$ cat config.mk
export PLATFORM = sky130hd
export DESIGN_NAME = ev22_pipe_ctrl
export DESIGN_NICKNAME = d
export VERILOG_FILES = /design/src/rtl/ev22_pkg.sv /design/src/rtl/ev22_stage_reg.sv /design/src/rtl/ev22_pipe_ctrl.sv
export SDC_FILE = /design/constraint.sdc
export NUM_CORES = 1
export LEC_CHECK = 0
export BUFFER_PORTS_ARGS = -buffer_cell sky130_fd_sc_hd__buf_2
export CORE_MARGIN = 1.5
export CORE_UTILIZATION = 55
export DETAILED_ROUTE_END_ITERATION = 8
export PLACE_DENSITY = 0.85
export REMOVE_ABC_BUFFERS = 1
export SLEW_MARGIN = 20
export SYNTH_ARGS = -nofsm -noshare
export SYNTH_HDL_FRONTEND = slang
export SYNTH_HIERARCHICAL = 1
export SYNTH_SLANG_ARGS = --single-unit
export TNS_END_PERCENT = 100
$ cat constraint.sdc
create_clock -name CLK -period 3.6 [get_ports CLK]
set_clock_uncertainty 0.15 [all_clocks]
set_input_delay 0.36 -clock CLK [delete_from_list [all_inputs] [get_ports CLK]]
set_output_delay 0.36 -clock CLK [all_outputs]
set_load 0.02 [all_outputs]
$ cat src/rtl/ev22_pkg.sv
// Shared EV22 pipeline definitions: field widths and the meaning of each Type bit.
package ev22_pkg;

    localparam int unsigned TYPE_W  = 7;
    localparam int unsigned SELA_W  = 5;
    localparam int unsigned SELBC_W = 6;

    localparam logic [TYPE_W-1:0] BUBBLE_TYPE = '0;

    typedef enum logic [2:0] {
        WR_read  = 3'd0,
        WR_write = 3'd1,
        R_read   = 3'd2,
        R_write  = 3'd3,
        C_read   = 3'd4,
        C_write  = 3'd5,
        Jump     = 3'd6
    } type_bit_e;

endpackage

$ cat src/rtl/ev22_stage_reg.sv
// One pipeline stage register: bubble overrides load, otherwise the stage holds its contents.
module ev22_stage_reg #(
    parameter int unsigned W = 8
) (
    input  logic         clk,
    input  logic         rst_n,
    input  logic         load,
    input  logic         bubble,
    input  logic [W-1:0] d,
    output logic [W-1:0] q
);

    always_ff @(posedge clk or negedge rst_n) begin
        if (!rst_n) begin
            q <= '0;
        end else if (bubble) begin
            q <= '0;
        end else if (load) begin
            q <= d;
        end
    end

endmodule

$ cat src/rtl/ev22_pipe_ctrl.sv
// EV22 stage 2..5 pipeline registers with HOLD-driven stall/bubble control,
// a sticky stall watchdog and a wrapping stall-cycle counter.
module ev22_pipe_ctrl
    import ev22_pkg::*;
#(
    parameter int unsigned MAX_HOLD = 8,
    parameter int unsigned CNT_W    = 16
) (
    input  logic                CLK,
    input  logic                nRESET,
    input  logic                IN_VALID,
    input  logic [TYPE_W-1:0]   Type1,
    input  logic [SELA_W-1:0]   SelA1,
    input  logic [SELBC_W-1:0]  SelB1,
    input  logic [SELBC_W-1:0]  SelC1,
    input  logic                HOLD,
    output logic                FETCH_EN,
    output logic [TYPE_W-1:0]   Type2,
    output logic [SELA_W-1:0]   SelA2,
    output logic [SELBC_W-1:0]  SelB2,
    output logic [SELBC_W-1:0]  SelC2,
    output logic [TYPE_W-1:0]   Type3,
    output logic [TYPE_W-1:0]   Type4,
    output logic [TYPE_W-1:0]   Type5,
    output logic [SELBC_W-1:0]  SelC3,
    output logic [SELBC_W-1:0]  SelC4,
    output logic [SELBC_W-1:0]  SelC5,
    output logic                STALL_ERR,
    output logic [CNT_W-1:0]    STALL_CNT
);

    localparam int unsigned S2_W = TYPE_W + SELA_W + 2 * SELBC_W;
    localparam int unsigned SN_W = TYPE_W + SELBC_W;
    localparam int unsigned HC_W = $clog2(MAX_HOLD + 1);
    localparam logic [HC_W-1:0] HC_MAX  = HC_W'(MAX_HOLD);
    localparam logic [HC_W-1:0] HC_TRIP = HC_W'(MAX_HOLD - 1);

    logic [S2_W-1:0] s2_q;
    logic [SN_W-1:0] s3_q, s4_q, s5_q;
    logic [HC_W-1:0] hold_cnt;

    assign FETCH_EN = !HOLD;

    // Stage 2 freezes under HOLD; with no HOLD an invalid slot enters as a bubble.
    ev22_stage_reg #(.W(S2_W)) u_s2 (
        .clk    (CLK),
        .rst_n  (nRESET),
        .load   (!HOLD),
        .bubble (!HOLD && !IN_VALID),
        .d      ({Type1, SelA1, SelB1, SelC1}),
        .q      (s2_q)
    );

    ev22_stage_reg #(.W(SN_W)) u_s3 (
        .clk    (CLK),
        .rst_n  (nRESET),
        .load   (1'b1),
        .bubble (HOLD),
        .d      ({Type2, SelC2}),
        .q      (s3_q)
    );

    ev22_stage_reg #(.W(SN_W)) u_s4 (
        .clk    (CLK),
        .rst_n  (nRESET),
        .load   (1'b1),
        .bubble (1'b0),
        .d      (s3_q),
        .q      (s4_q)
    );

    ev22_stage_reg #(.W(SN_W)) u_s5 (
        .clk    (CLK),
        .rst_n  (nRESET),
        .load   (1'b1),
        .bubble (1'b0),
        .d      (s4_q),
        .q      (s5_q)
    );

    assign {Type2, SelA2, SelB2, SelC2} = s2_q;
    assign {Type3, SelC3} = s3_q;
    assign {Type4, SelC4} = s4_q;
    assign {Type5, SelC5} = s5_q;

    // hold_cnt saturates at MAX_HOLD; the flag trips on the edge that reaches it.
    always_ff @(posedge CLK or negedge nRESET) begin
        if (!nRESET) begin
            hold_cnt  <= '0;
            STALL_ERR <= 1'b0;
            STALL_CNT <= '0;
        end else if (HOLD) begin
            STALL_CNT <= STALL_CNT + CNT_W'(1);
            if (hold_cnt != HC_MAX) begin
                hold_cnt <= hold_cnt + HC_W'(1);
            end
            if (hold_cnt == HC_TRIP) begin
                STALL_ERR <= 1'b1;
            end
        end else begin
            hold_cnt <= '0;
        end
    end

endmodule

==> impl_results.md <==
- Via density per instance: 5.062
- Worst-path clk slew: 0.08 ns
- Synth area leader: dfrtp_1
- Remaining DRCs: 0
- Post-CTS Setup Bufs: 0
- Slew Limit Fails: 0
- CTS sink cnt: 84
- Fmax: 0.4649 GHz
- Clk_lat worst skew: 0.35 ns
- FILL cells: 500
- First-pass GRT wire length: 11.71 mm
- Worst-Margin Slew: 1.007 ns
- Area Overhead vs Synth: 20.56%
- Initial Util: 56.28%
- Gpl congestion: 0.7801
- Outcome: complete, no violations
- # nets final: 436
- Post-synth cell types: 25
- Post-synth top area share: 59.15%
- H-tree depth: 3
- FF+latch area: 2102 um^2
- Seq cells post-synth: 84
- FP Rows: 29
- Slew HR: 32.81%
- CP dominant cell by count: buf_2
- Avg Synthesized Cell Area: 12.25 um^2
- Ports: 109
- TritonRoute pass-1 iters: 4
- Average wire per standard cell: 14.21 um
- Maximum vdd drop: 0.4178 mV
- Largest net degree at the start of global routing: 85
- Post-synth EDFFs: 0
- Setup TNS: 0 ns
- WL final: 6.922 mm
- Peak per-stage delay on the critical path: 0.73 ns
- Synth Cell Area: 3553 um^2
- Crit path required time: 3.09 ns
- Largest cells by area after synthesis: dfrtp_1 (59%), mux2i_1 (18%), nor2_1 (7.5%)
- Ys Warns: 6
- Remaining antenna violation count: 0
- Core ar.: 6314 um^2
- Power Density: 507.2 nW/um^2
- Critical path type: primary input to primary output
- N_diodes: 0
- CP cell instances: buf_2 > inv_1 > buf_2
- RSZ-0062 raised after global routing: false
- Vias in the first global route: 2,356
- Final period utilization: 59.75%
- Initial antenna violation count: 0
- TritonCTS buffer count: 9
- Die Y: 83.38 um
- CP Launch Type: primary input
- Die Area: 6952 um^2
- CP arrival: 1.64 ns
- Grt ovf: 0
- Vias: 2,465
- Crit-path max FO: 21
- Die span in x: 83.38 um
- DP Wirelength: 4.850 mm
- Ys flop type: dfrtp_1
- TritonCTS clock tree: yes
- Clock tree buffer depth: 2
- Number of max-cap violations: 0
- Synth top cells by count: dfrtp_1 (84), nor2_1 (71), mux2i_1 (64)
- Setup-failing EPs final: 0
- Async S/R FF share, synth: 100.0%
- Fin cells: 487
- Critical-path cell with the highest stage delay: inv_1
- Fin. Hold Viols: 0
- Worst hold path type: primary input to flip-flop
- Sequential-to-total area share from yosys stat: 59.15%
- Final core occ: 67.86%
- Mapped Cells: 290
- Port Buf Inserts: 108
- GRT Total Usage: 21.24%
- Pleak: 2.447 nW
- Layout cell share with drive strength beyond 1: 31.46%
- Multi-input logic area: 1300 um^2
- 1st-iter DRT viols: 132
- Root Buffer Master: clkbuf_8
- Most numerous cell in the Yosys netlist: dfrtp_1
- Critical Path End Type: primary output
- Placed Instances: 470
- Final Critical Period: 2.151 ns
[sequential cells by signal, indices dropped and copies added (netlist names)]
register and cells:
u_s3/q 13, u_s5/q 13, u_s2/q 24, hold_cnt 4, STALL_CNT 16, STALL_ERR 1
u_s4/q 13
[power by group]
group | internal (mW) | switching [mW] | leakage, nW
clock | 0.356 | 0.317 | 0.102
combinational | 0.148 | 0.239 | 1.23
sequential | 1.03 | 0.0871 | 1.12
[cell usage in the layout (no fill, tap or decap), types with 2 or more instances in the layout]
cell      instances
nand2_1           9
a21oi_1           2
inv_1             5
nor3_1            2
xnor2_1           9
clkinv_2          2
nor2_1           70
ha_1              3
nand4_1           2
buf_2           107
clkbuf_8         11
mux2i_1          64
dfrtp_1          84
nor2_2            2
nand3_1           6
xor2_1            8
conb_1           11
[path summary, 6_finish.rpt]
path | startpoint | end | slack [ns] | cells past startpoint
setup / recovery | HOLD | FETCH_EN | 1.45 | 3
hold / removal | SelB1[3] | u_s2/q[9] | 0.11 | 3
setup reg to reg | STALL_CNT[2] | STALL_CNT[15] | 1.81 | 4
hold reg to reg | STALL_ERR | STALL_ERR | 0.33 | 1
max in group asynchronous | nRESET | STALL_CNT[8] | 2.31 | 2
min in group asynchronous | nRESET | u_s5/q[4] | 0.46 | 2
[cell type report]
type	instances	share of cell area, %
flip-flops and latches	84	49.07
clock inverters	4	1.110
multi-input cells	195	30.34
repair buffers	110	13.17
well taps	77	2.249
inverters	5	0.4381
clock buffers	12	3.621
[through the flow]
stage	hold slack (ns)	worst slack, ns	total power, mW	area (um^2)
2_1_floorplan	-0.08559	1.754	1.359	3418
3_3_place_gp	0.3163	1.375	1.503	4068
3_5_place_dp	0.3104	1.305	1.517	4068
4_1_cts	0.07264	1.427	2.188	4270
5_1_grt	0.1026	1.360	2.285	4284
6_report	0.1059	1.449	2.173	4284
[layer usage]
metal / global-route usage (%) / wire length (um)
met1: 30.94 / 3182
met2: 30.97 / 3200
met3: 6.163 / 445
met4: 6.818 / 93
met5: 0 / 0
[cells by family after synthesis]
kind of cell | synth area share, %
and+or+nand+nor | 11.06
other | 0.2113
xor gates and xnor gates | 4.190
buffers and inverters | 5.282
AOI/OAI and AO/OA | 0.7041
muxes | 18.34
DFF | 59.16
adders and majority gates | 1.056
[critical path: cells and delay by family]
family	cells	cell delay (ns)
buffers and inverters	3	1.27
[repair_timing]
| item | in CTS | in global routing |
|---|---|---|
| endpoints found under the hold margin | 0 | 84 |
| hold buffers | 0 | 1 |
| resized for setup | 0 | 0 |
(Power assumes the default switching activity.)
